## src/rtl/tx_iq_serializer.sv

```systemverilog
// Pair FIFO + I/Q interleaver feeding the TX CIC as an Avalon-ST stream.
// Optional build macro TX_IQ_SER_ZERO_FILL_EN: emit flagged zero pairs on FIFO starvation.
module tx_iq_serializer #(
   parameter int DATA_W     = 16,
   parameter int FIFO_DEPTH = 4
) (
   input  logic              clk,
   input  logic              reset_n,
   input  logic [DATA_W-1:0] s_i_data,
   input  logic [DATA_W-1:0] s_q_data,
   input  logic              s_valid,
   output logic              s_ready,
   input  logic              tx_enable,
   output logic [DATA_W-1:0] out_data,
   output logic              out_valid,
   input  logic              out_ready,
   output logic              out_startofpacket,
   output logic              out_endofpacket,
   output logic [1:0]        out_error,
   output logic [15:0]       underflow_count,
   input  logic              underflow_clr
);

   localparam int AW = $clog2(FIFO_DEPTH);
   localparam logic [AW:0] PTR_ONE = {{AW{1'b0}}, 1'b1};

   typedef enum logic [1:0] {
      IDLE   = 2'd0,
      HOLD_I = 2'd1,
      HOLD_Q = 2'd2
   } state_t;

   state_t state;

   // Pair storage, {I,Q} per entry; pointers carry one wrap bit.
   logic [2*DATA_W-1:0] fifo_mem [FIFO_DEPTH];
   logic [AW:0]         wr_ptr;
   logic [AW:0]         rd_ptr;
   logic [2*DATA_W-1:0] rd_pair;
   logic                full;
   logic                empty;
   logic                push;
   logic                pop;
   logic                can_start;
   logic                uf_event;
   logic [DATA_W-1:0]   q_hold;

   assign empty   = (wr_ptr == rd_ptr);
   assign full    = (wr_ptr[AW] != rd_ptr[AW]) && (wr_ptr[AW-1:0] == rd_ptr[AW-1:0]);
   assign rd_pair = fifo_mem[rd_ptr[AW-1:0]];

   // Both ports: a transfer happens on the rising edge where valid && ready.
   // Upstream ready depends only on tx_enable and the pointer state, never on out_ready;
   // the output holds data/SOP/EOP/error stable while out_valid && !out_ready.
   assign s_ready = tx_enable && !full;
   assign push    = s_valid && s_ready;

   // A new pair may be started from IDLE, or back-to-back as the Q beat leaves.
   assign can_start = (state != HOLD_I && state != HOLD_Q) || (state == HOLD_Q && out_ready);
   assign pop       = can_start && tx_enable && !empty;
   assign uf_event  = can_start && tx_enable && empty && out_ready;

   always_ff @(posedge clk or negedge reset_n) begin
      if (!reset_n) begin
         wr_ptr <= '0;
         rd_ptr <= '0;
      end else if (!tx_enable) begin
         wr_ptr <= '0;
         rd_ptr <= '0;
      end else begin
         if (push) wr_ptr <= wr_ptr + PTR_ONE;
         if (pop)  rd_ptr <= rd_ptr + PTR_ONE;
      end
   end

   always_ff @(posedge clk) begin
      if (push) fifo_mem[wr_ptr[AW-1:0]] <= {s_i_data, s_q_data};
   end

   always_ff @(posedge clk or negedge reset_n) begin
      if (!reset_n) begin
         state             <= IDLE;
         out_valid         <= 1'b0;
         out_data          <= '0;
         q_hold            <= '0;
         out_startofpacket <= 1'b0;
         out_endofpacket   <= 1'b0;
         out_error         <= 2'b00;
      end else if (can_start) begin
         if (pop) begin
            state             <= HOLD_I;
            out_valid         <= 1'b1;
            out_data          <= rd_pair[2*DATA_W-1:DATA_W];
            q_hold            <= rd_pair[DATA_W-1:0];
            out_startofpacket <= 1'b1;
            out_endofpacket   <= 1'b0;
            out_error         <= 2'b00;
         end
`ifdef TX_IQ_SER_ZERO_FILL_EN
         else if (uf_event) begin
            // Starved: keep the CIC input rate continuous with a flagged zero pair.
            state             <= HOLD_I;
            out_valid         <= 1'b1;
            out_data          <= '0;
            q_hold            <= '0;
            out_startofpacket <= 1'b1;
            out_endofpacket   <= 1'b0;
            out_error         <= 2'b01;
         end
`endif
         else begin
            state             <= IDLE;
            out_valid         <= 1'b0;
            out_startofpacket <= 1'b0;
            out_endofpacket   <= 1'b0;
            out_error         <= 2'b00;
         end
      end else if (state == HOLD_I && out_ready) begin
         // Q comes from the hold register, so it completes even with tx_enable low.
         state             <= HOLD_Q;
         out_data          <= q_hold;
         out_startofpacket <= 1'b0;
         out_endofpacket   <= 1'b1;
      end
   end

   always_ff @(posedge clk or negedge reset_n) begin
      if (!reset_n) begin
         underflow_count <= 16'h0000;
      end else if (underflow_clr) begin
         underflow_count <= 16'h0000;
      end else if (uf_event && underflow_count != 16'hFFFF) begin
         underflow_count <= underflow_count + 16'd1;
      end
   end

endmodule

```

## config.mk

```make
export PLATFORM = sky130hd
export DESIGN_NAME = tx_iq_serializer
export DESIGN_NICKNAME = d
export VERILOG_FILES = /design/src/rtl/tx_iq_serializer.sv
export SDC_FILE = /design/constraint.sdc
export NUM_CORES = 1
export LEC_CHECK = 0
export CORE_ASPECT_RATIO = 2
export CORE_MARGIN = 3
export CORE_UTILIZATION = 63
export CTS_BUF_LIST = sky130_fd_sc_hd__clkbuf_4 sky130_fd_sc_hd__clkbuf_8
export DETAILED_ROUTE_END_ITERATION = 8
export GPL_TIMING_DRIVEN = 0
export PLACE_DENSITY = 0.85
export SETUP_SLACK_MARGIN = 0.05
export SLEW_MARGIN = 20
export SYNTH_ARGS = -nofsm -noshare
export SYNTH_HDL_FRONTEND = slang
export SYNTH_SLANG_ARGS = --single-unit
```

## constraint.sdc

```tcl
create_clock -name clk -period 5.7 [get_ports clk]
set_input_delay 1.14 -clock clk [delete_from_list [all_inputs] [get_ports clk]]
set_output_delay 1.14 -clock clk [all_outputs]
set_load 0.005 [all_outputs]
```

==> metrics.md <==
| Metric | Value |
|---|---|
| Status | `completed` |
| Global-route track usage on met2 | `approximately 41%` |
| VDD IR max | `0.312 mV` |
| Cell row count | `56` |
| Routed wire length per instance | `21.5 um` |
| Core Util, Final | `between 70% and 80%` |
| Gate power share | `31.2%` |
| Tmin final | `approximately 4300 ps` |
| Rel. slew slack | `between 40% and 50%` |
| Core area | `between 0.01 and 0.015 mm2` |
| Worst slew pin tran | `839 ps` |
| Clk Latency, worst-skew pair | `about 450 ps` |
| Worst hold slack | `508 ps` |
| Post-synth top area share | `50.9%` |
| Synth top cells by count | `128 x edfxtp_1, 57 x dfrtp_1, 39 x mux2_2, 32 x mux4_2, 16 x nand2_1` |
| Crit path max-delay family | `buffers and inverters` |
| CTS clock-pin slew for the worst setup and hold paths | `~90 ps` |
| Port Buf Inserts | `72` |
| Critical path required time | `4560 ps` |
| Total Power | `between 3 and 4 mW` |
| HPWL Detailed | `10100 um` |
| Gr busiest metal | `met2` |
| CP Launch Type | `input pin` |
| Fmax | `between 0.2 and 0.25 GHz` |
| I/O pins | `76` |
| Fin. Hold Viols | `0` |
| Vias in the first global route | `4463` |
| Total GRT Usage | `roughly 23%` |
| Post-synth ARST share | `30.8%` |
| WS Path Type | `in2out` |
| Layout cells sized above 1 | `approximately 27%` |
| Yosys Warn Count | `0` |
| Met3 usage | `under 10%` |
| Netlist cell types | `between 40 and 50` |
| Bufs on Longest Clock Path | `2` |
| Pwr Density | `416 mW/mm2` |
| Post-DRT Antenna Nets | `0` |
| Largest net degree at the start of global routing | `51` |
| Total wire length | `between 10000 and 15000 um` |
| Die height | `approximately 160 um` |
| Register share of total power | `46.4%` |
| Fin. max-slew vios | `0` |
| Crit-path max cell delay | `between 600 and 700 ps` |
| Starting density of the core | `between 60% and 70%` |
| First-pass GRT wire length | `about 23000 um` |
| Clock root buffer | `clkbuf_8` |
| Residual DRC | `0` |
| Setup_tns | `0 ps` |
| Cell taking the most area after synthesis | `edfxtp_1` |
| Crit share post-route | `about three quarters` |
| Via count | `between 4000 and 5000` |
| Global route total overflow | `0` |
| Sw Share | `roughly 28%` |
| Final setup viols | `0` |
| Ant diodes | `0` |
| CP max FO | `10` |
| GR met1 Demand/Resource | `approximately a quarter` |
| Antenna violations before repair | `0` |
| Clock power frac | `between 20 and 25%` |
| CTS buffer count | `17` |
| DIE WIDTH | `around 83 um` |
| Sequential area share after synthesis | `69.8%` |
| Setup Buffers After CTS | `0` |
| RSZ-0062 raised after global routing | `no` |
| Internal power | `around 2.7 mW` |
| Cts repair resizes | `0` |
| H-tree depth | `4` |
| Hold WC Path Type | `in2async` |
| Max Cap Violations | `0` |
| Sw Pwr | `~1.0 mW` |
| FF+latch count, synth | `approximately 190` |
| Top cells by area, synth | `edfxtp_1 51%, dfrtp_1 19%, mux4_2 9.5%` |
| CTS Hold Buffers Added | `0` |
| Crit. End Element | `output pin` |
| Top_reg_cell synth | `edfxtp_1` |
| Pleak | `3.21 nW` |
| Clk_skew | `12.5 ps` |
| Area added between synthesis and finish | `18.5%` |
| Die area | `roughly 0.013 mm2` |
| Worst path bufs/invs | `3` |
| CTS sink cnt | `185` |
| Post-synthesis cell count | `slightly above 400` |
| CTS tree | `done` |
| Post-synth EDFFs | `between 100 and 150` |
| Placer Congestion | `about 0.9` |
| CP cell instances | `clkdlybuf4s50_1, clkbuf_1, a21boi_0, clkdlybuf4s50_1` |
| Vias per cell | `roughly 6` |
| DR pass1 iterations | `4` |
| Syn avg cell area | `around 18 um2` |
| Critical Path Most Common Cell | `clkdlybuf4s50_1` |
| Mapped Area | `between 0.007 and 0.008 mm2` |
| CP max-delay cell | `clkdlybuf4s50_1` |
| Count leader, synth | `edfxtp_1` |
| CP arrival | `between 3000 and 4000 ps` |
| Initial DRC count | `between 200 and 250` |
| Fin nets | `554` |
-- kinds of logic after synthesis --
group                    synth area share [%]
AO/OA/AOI/OAI                            2.67
XOR/XNOR                                 1.24
adder cells (fa/ha/maj)                 0.995
buffers and inverters                    1.87
flip-flops                               69.8
multiplexers                             18.0
other                                  0.0497
AND/OR/NAND/NOR                          5.32
-- power groups by stage --
| stage | registers (mW) | clock network (mW) | logic [mW] |
|---|---|---|---|
| 4_1_cts | 1.73 | 0.858 | 1.18 |
| 6_report | 1.73 | 0.833 | 1.16 |
| 3_3_place_gp | 1.74 | 0 | 1.12 |
| 5_1_grt | 1.74 | 0.914 | 1.25 |
| 3_5_place_dp | 1.75 | 0 | 1.17 |
| 2_1_floorplan | 1.72 | 0 | 0.797 |
-- cell type report --
class,count,area (um2)
tap,145,181
buffer,20,130
inverter,3,11.3
timing repair buffer,77,826
sequential,185,5270
clock buffer,18,241
multi-input combinational,206,2140
clock inverter,14,140
fill,668,2760
-- per-stage QoR --
stage,area (um2),cells,setup WS (ps)
6_report,8940,668,1430
5_1_grt,8940,668,1270
3_5_place_dp,8560,636,1450
3_3_place_gp,8450,631,1350
2_1_floorplan,7550,414,2600
4_1_cts,8940,668,1440
-- routing by layer --
metal | vias to the layer above | share of wire, %
li1 | 1808 | -
met1 | 2079 | 36
met2 | 131 | 56
met3 | 37 | 4.1
met4 | 0 | 4.0
met5 | - | 0
-- cells in the final DEF (no fill, tap or decap), types with 2 or more instances in the layout --
cell             count
edfxtp_1           128
clkdlybuf4s50_1     71
dfrtp_1             57
mux2_2              39
mux4_2              32
clkbuf_8            17
nand2_1             16
nor2_1              11
mux2_4              10
or3_1                8
nand3_1              8
o21ai_0              8
a21oi_1              8
clkbuf_1             7
xnor2_1              6
ha_1                 6
buf_2                5
and3_1               5
mux2i_1              5
buf_6                4
and3_2               4
and4_1               4
nand4_1              4
clkinv_4             4
buf_12               4
inv_1                3
and2_1               3
nand2b_1             3
buf_4                3
inv_8                3
inv_6                3
xor2_2               2
a21boi_0             2
nor3b_1              2
nor2b_1              2
a2111oi_0            2
conb_1               2
clkinv_1             2
-- path summary, 6_finish.rpt --
path	start	end	slack [ps]	cells after the start
setup reg to reg	out_endofpacket$_DFFE_PN0P_	out_data[14]$_DFFE_PN0P_	3020	5
max in group asynchronous	reset_n	out_data[11]$_DFFE_PN0P_	4710	2
setup / recovery	tx_enable	s_ready	1430	4
hold reg to reg	q_hold[15]$_DFFE_PN0P_	q_hold[15]$_DFFE_PN0P_	520	1
hold / removal	reset_n	out_data[0]$_DFFE_PN0P_	510	1
min in group clk	q_hold[15]$_DFFE_PN0P_	q_hold[15]$_DFFE_PN0P_	520	1
-- flip-flops by register name, indices dropped and copies added, names as in the netlist --
name	count
wr_ptr	3
out_endofpacket	1
state	1
q_hold	16
rd_ptr	3
out_data	16
out_valid	1
fifo_mem	128
underflow_count	16
-- worst reg2reg max path, cell delays in order, from the launching register on --
cell and delay (ps):
dfrtp_1 430, nor3b_1 180, nor2_1 650, clkbuf_1 620, mux2_2 410, mux2_4 270
Note: power is estimated with default switching activity, not from simulation.
==> RTL edit 1: new RTL, config.mk and constraints unchanged <==
The parameter `FIFO_DEPTH` goes from 4 to 2.
--- a/src/rtl/tx_iq_serializer.sv
+++ b/src/rtl/tx_iq_serializer.sv
@@ -4,3 +4,3 @@
    parameter int DATA_W     = 16,
-   parameter int FIFO_DEPTH = 4
+   parameter int FIFO_DEPTH = 2
 ) (
Formal check against the unedited RTL: not equivalent (Yosys sat finds a counterexample within 4 cycles, from zero or initial values and one cycle with reset_n low).
==> RTL edit 1 against the unedited design <==
- worst setup slack improved by 0.49 ns
- critical path type unchanged
- worst hold slack got worse by 0.032 ns
- critical path depth fell by 1
- routed wire length fell by 30%
- area after synthesis fell by 36%
- total power fell by 28%
- final area fell by 31%
- largest cell class unchanged
- highest routed layer unchanged
- sequential cell count fell by 66
- final cell count fell by 15%
- critical endpoint unchanged
- die area fell by 34%
==> RTL edit 1: results (changes against the unedited design) <==
outcome: "completed"
worstPathArrival_ns: 2.65  # -0.48 ns
tightest_slew_ns: 0.691  # -0.148 ns
ir_worst_vdd_mv: 0.293  # -6.0%
cts_buffers: 17  # unchanged
yosysSeqAreaShare: 0.680  # -0.0184
first_pass_iters: 4  # unchanged
yosys-top-cells-count: "64 x edfxtp_1, 56 x nand2_1, 55 x dfrtp_1, 39 x o21ai_0, 34 x mux2i_1"
drt-initial-drc-count: 217  # -1.8%
clkTransAtPathRegs_ns: 0.07  # -0.02 ns
hold_path_class: "reg2reg"
post-cts-setup-buffers: 0  # unchanged
crit_fanout: 8  # -2
internal_power_mw: 1.87  # -30%
layout-drive-gt1-share: 0.116  # -0.152
yosys_most_used_dff: "edfxtp_1"
cts_max_level: 4  # unchanged
pre_cts_slack_ns: 1.93  # +0.480 ns
antenna_found_initial: 0  # unchanged
synth_edf_count: 64  # -50%
finClkSkew_ns: 0.00838  # -0.00413 ns
largest_reg_flops: 64  # -50%
dp_hpwl_mm: 7.16  # -29%
fill_cells: 421  # -37%
portBuffers: 72  # unchanged
synth_area_leaders: "edfxtp_1 40%, dfrtp_1 28%, mux2i_1 7.0%, nand2_1 4.3%, o21ai_0 4.0%"
ctsResizeCount: 0  # unchanged
grt_max_degree: 56  # +9.8%
cts_root_buf: "clkbuf_8"
grt_usage: 0.259  # +0.0291
synth.lib_cells_used.distinct: 42  # -8.7%
grt_pass1_wl_mm: 16.4  # -30%
nNetsFinal: 502  # -9.4%
gp_congestion: 0.788  # -12%
post_dp_cell_area_um2: 5750  # -33%
comb_power_share: 0.266  # -0.046
leakage_nw: 2.33  # -27%
async_flop_share: 0.462  # +0.154
yosysWarningCount: 0  # unchanged
clockBufferDepth: 2  # unchanged
routed_wl_mm: 10.1  # -30%
final_area_um2: 6180  # -31%
routed_via_density: 5.80  # -4.5%
grt_pass1_vias: 3495  # -22%
clk_latency_ns: 0.43  # -0.02 ns
## RTL edit 1: cell count changes in the layout (fill, tap and decap cells not counted), moves of 29 or more
cell      change
o21ai_0      +31
edfxtp_1     -64
mux2i_1      +29
mux4_2       -32
nand2_1      +40
mux2_2       -39
## RTL edit 1: logic make-up (layout without fill, tap and decap cells)
logic type | after synthesis | count (layout) | synth area share
and+or+nand+nor | 103 | 103 | 0.101
other | 1 | 2 | 0.000773
DFF | 119 | 119 | 0.680
AOI/OAI and AO/OA | 74 | 74 | 0.0892
muxes | 34 | 34 | 0.0702
buffers and inverters | 20 | 126 | 0.0206
adders and majority gates | 1 | 1 | 0.00258
xor gates and xnor gates | 17 | 17 | 0.0361
## RTL edit 1: worst max-delay path, cell delays in order
cell	delay (ns)
clkdlybuf4s50_1	0.59
a21boi_0	0.35
clkdlybuf4s50_1	0.57
## RTL edit 1: power by group through the flow
stage	Clock [mW]	Sequential (mW)	Combinational (mW)
finish	0.795	1.17	0.712
global route	0.853	1.18	0.795
CTS	0.802	1.16	0.720
detailed placement	0	1.18	0.703
global placement	0	1.17	0.672
floorplan	0	1.15	0.409
## RTL edit 1: worst paths after layout
path                                   startpoint                              to  slack (ns)  depth (start not counted)
setup / recovery                        tx_enable                         s_ready        1.91                          3
hold / removal             q_hold[15]$_DFFE_PN0P_          q_hold[15]$_DFFE_PN0P_        0.48                          2
setup reg to reg            rd_ptr[0]$_DFFE_PN0P_       fifo_mem[0][11]$_DFFE_PP_        3.57                          6
hold reg to reg            q_hold[15]$_DFFE_PN0P_          q_hold[15]$_DFFE_PN0P_        0.48                          2
max in group asynchronous                 reset_n        out_data[10]$_DFFE_PN0P_        4.48                          1
min in group asynchronous                 reset_n  underflow_count[3]$_DFFE_PN0P_        0.75                          1
## RTL edit 1: area by class of cell
cell class                 instances  share of cell area
sequential                       119               0.533
multi-input combinational        231               0.237
timing repair buffer              74               0.125
clock buffer                      21              0.0457
clock inverter                    11              0.0239
tap                               92              0.0186
buffer                            18              0.0150
inverter                           2             0.00121
## RTL edit 1: routing by layer
layer  routed length (µm)  global-route usage
met3                  483              0.0758
met4                  312               0.137
met1                 3320               0.256
met2                 5980               0.466
met5                    0                   0
## RTL edit 1: through the flow
stage          instances  power (mW)
6_report             568        2.67
5_1_grt              568        2.83
4_1_cts              568        2.69
3_5_place_dp         536        1.88
3_3_place_gp         534        1.84
2_1_floorplan        370        1.56
==> RTL edit 2: new RTL, same flow settings <==
Made on the original files. Re-encode `state_t` (3 states) as one-hot, 3 bits wide.
--- a/src/rtl/tx_iq_serializer.sv
+++ b/src/rtl/tx_iq_serializer.sv
@@ -26,6 +26,6 @@
 
-   typedef enum logic [1:0] {
-      IDLE   = 2'd0,
-      HOLD_I = 2'd1,
-      HOLD_Q = 2'd2
+   typedef enum logic [2:0] {
+      IDLE   = 3'b001,
+      HOLD_I = 3'b010,
+      HOLD_Q = 3'b100
    } state_t;
Function: same outputs for any inputs over 4 cycles, from zero or initial values and one cycle with reset_n low; so few cycles prove little.
==> RTL edit 2 against the unedited design <==
- count of clock-buffer cells in the layout fell by 1
- final area fell by 0.39%
- global-route usage rose by 0.96 points
- sequential cell count rose by 1
- worst setup slack improved by 0.064 ns
- fmax rose by 1.5%
- area after synthesis fell by 0.76%
- sequential share of layout area rose by 0.53 points
- die area fell by 0.72%
- register-to-register slack improved by 0.29 ns
- first-iteration DRC count fell by 15%
- total power fell by 2.2%
- largest cell class unchanged
- routed wire length rose by 4.9%
==> RTL edit 2: results (changes against the unedited design) <==
wire_per_inst_um: 21.8  # +1.6%
grt_pass1_vias: 4468  # +0.11%
grt_max_degree: 50  # -2.0%
routed_via_density: 6.06  # -0.16%
yosysSeqAreaShare: 0.707  # +0.00887
layout-drive-gt1-share: 0.206  # -0.0615
gp_congestion: 0.834  # -6.5%
yosys-top-cells-count: "128 x edfxtp_1, 57 x dfrtp_1, 36 x nor2_1, 32 x mux4_2, 24 x a21oi_1"
async_flop_share: 0.312  # +0.00372
grt_usage: 0.240  # +0.00963
muxShareOfSynthArea: 0.152  # -0.0285
ir_worst_vdd_mv: 0.262  # -16%
drt-initial-drc-count: 188  # -15%
nNetsFinal: 579  # +4.5%
r2r_cells: 7  # +2
synthXorXnorAreaFrac: 0.0140  # +0.00160
clkTransAtPathRegs_ns: 0.11  # +0.02 ns
synth.lib_cells_used.distinct: 42  # -8.7%
regToRegStartpoint: "rd_ptr[0]$_DFFE_PN0P_"
worst-r2r-setup-slack_ns: 3.31  # +0.29 ns
clk_latency_ns: 0.46
leakage_nw: 3.17  # -1.2%
tightest_slew_ns: 0.705  # -0.134 ns
largest_reg_flops: 128  # unchanged
grt_pass1_wl_mm: 23.8  # +2.0%
worstPathArrival_ns: 3.07  # -0.06 ns
outcome: "completed"
crit_path_max_incr_delay_ns: 0.60  # -0.02 ns
finClkSkew_ns: 0.0158  # +0.00327 ns
synth_compound_area_frac: 0.0254  # -0.00130
-- RTL edit 2: cell types whose count changed in the layout (fill, tap and decap cells not counted), sizes merged, moves of 4 or more --
cell,before,now
nor2,11,37
and4,4,0
or3,8,3
mux2i,5,22
xnor2,6,2
xor2,3,10
inv,9,15
a21oi,8,24
mux2,49,17
nand4,4,12
-- RTL edit 2: layout make-up --
| class | count | area, µm² | area share |
|---|---|---|---|
| Sequential cell | 186 | 5300 | 0.594 |
| Multi-Input combinational cell | 223 | 2050 | 0.231 |
| Timing Repair Buffer | 77 | 826 | 0.0927 |
| Clock buffer | 17 | 234 | 0.0263 |
| Tap cell | 142 | 178 | 0.0199 |
| Clock inverter | 15 | 174 | 0.0195 |
| Buffer | 23 | 121 | 0.0136 |
| Inverter | 7 | 26.3 | 0.00295 |
-- RTL edit 2: how the worst max path moves through the flow --
stage               startpoint                       end  cells after the start
floorplan            tx_enable  fifo_mem[0][0]$_DFFE_PP_                      3
global placement     tx_enable  fifo_mem[3][5]$_DFFE_PP_                      4
detailed placement   tx_enable                   s_ready                      4
CTS                  tx_enable                   s_ready                      4
global route         tx_enable                   s_ready                      4
finish               tx_enable                   s_ready                      4
-- RTL edit 2: layer usage --
metal	vias to the layer above	part of all wire	routed length, µm	track usage
met5	-	0	0	0
met4	0	0.033	503	0.106
met3	32	0.045	681	0.0439
met2	147	0.57	8630	0.447
met1	2135	0.35	5230	0.261
li1	1868	-	-	-
-- RTL edit 2: cells by family after synthesis --
family	count (synthesis)
mux	71
buf+inv	30
flops	186
fa+ha+maj	6
xor+xnor	12
compound gates	35
simple gates	97
other cells	1
-- RTL edit 2: per-stage QoR --
step / cell area, µm² / std cells / worst slack, ns / hold WS (ns)
2_1_floorplan: 7490 / 439 / 2.63 / 0.458
3_3_place_gp: 8390 / 653 / 1.45 / 0.471
3_5_place_dp: 8500 / 658 / 1.53 / 0.487
4_1_cts: 8910 / 690 / 1.51 / 0.479
5_1_grt: 8910 / 690 / 1.40 / 0.475
6_report: 8910 / 690 / 1.49 / 0.498
-- RTL edit 2: power by group --
part           leakage [nW]  switching (mW)  internal, mW
logic                  1.09           0.507         0.530
registers              1.88           0.114          1.63
clock network         0.205           0.520         0.335
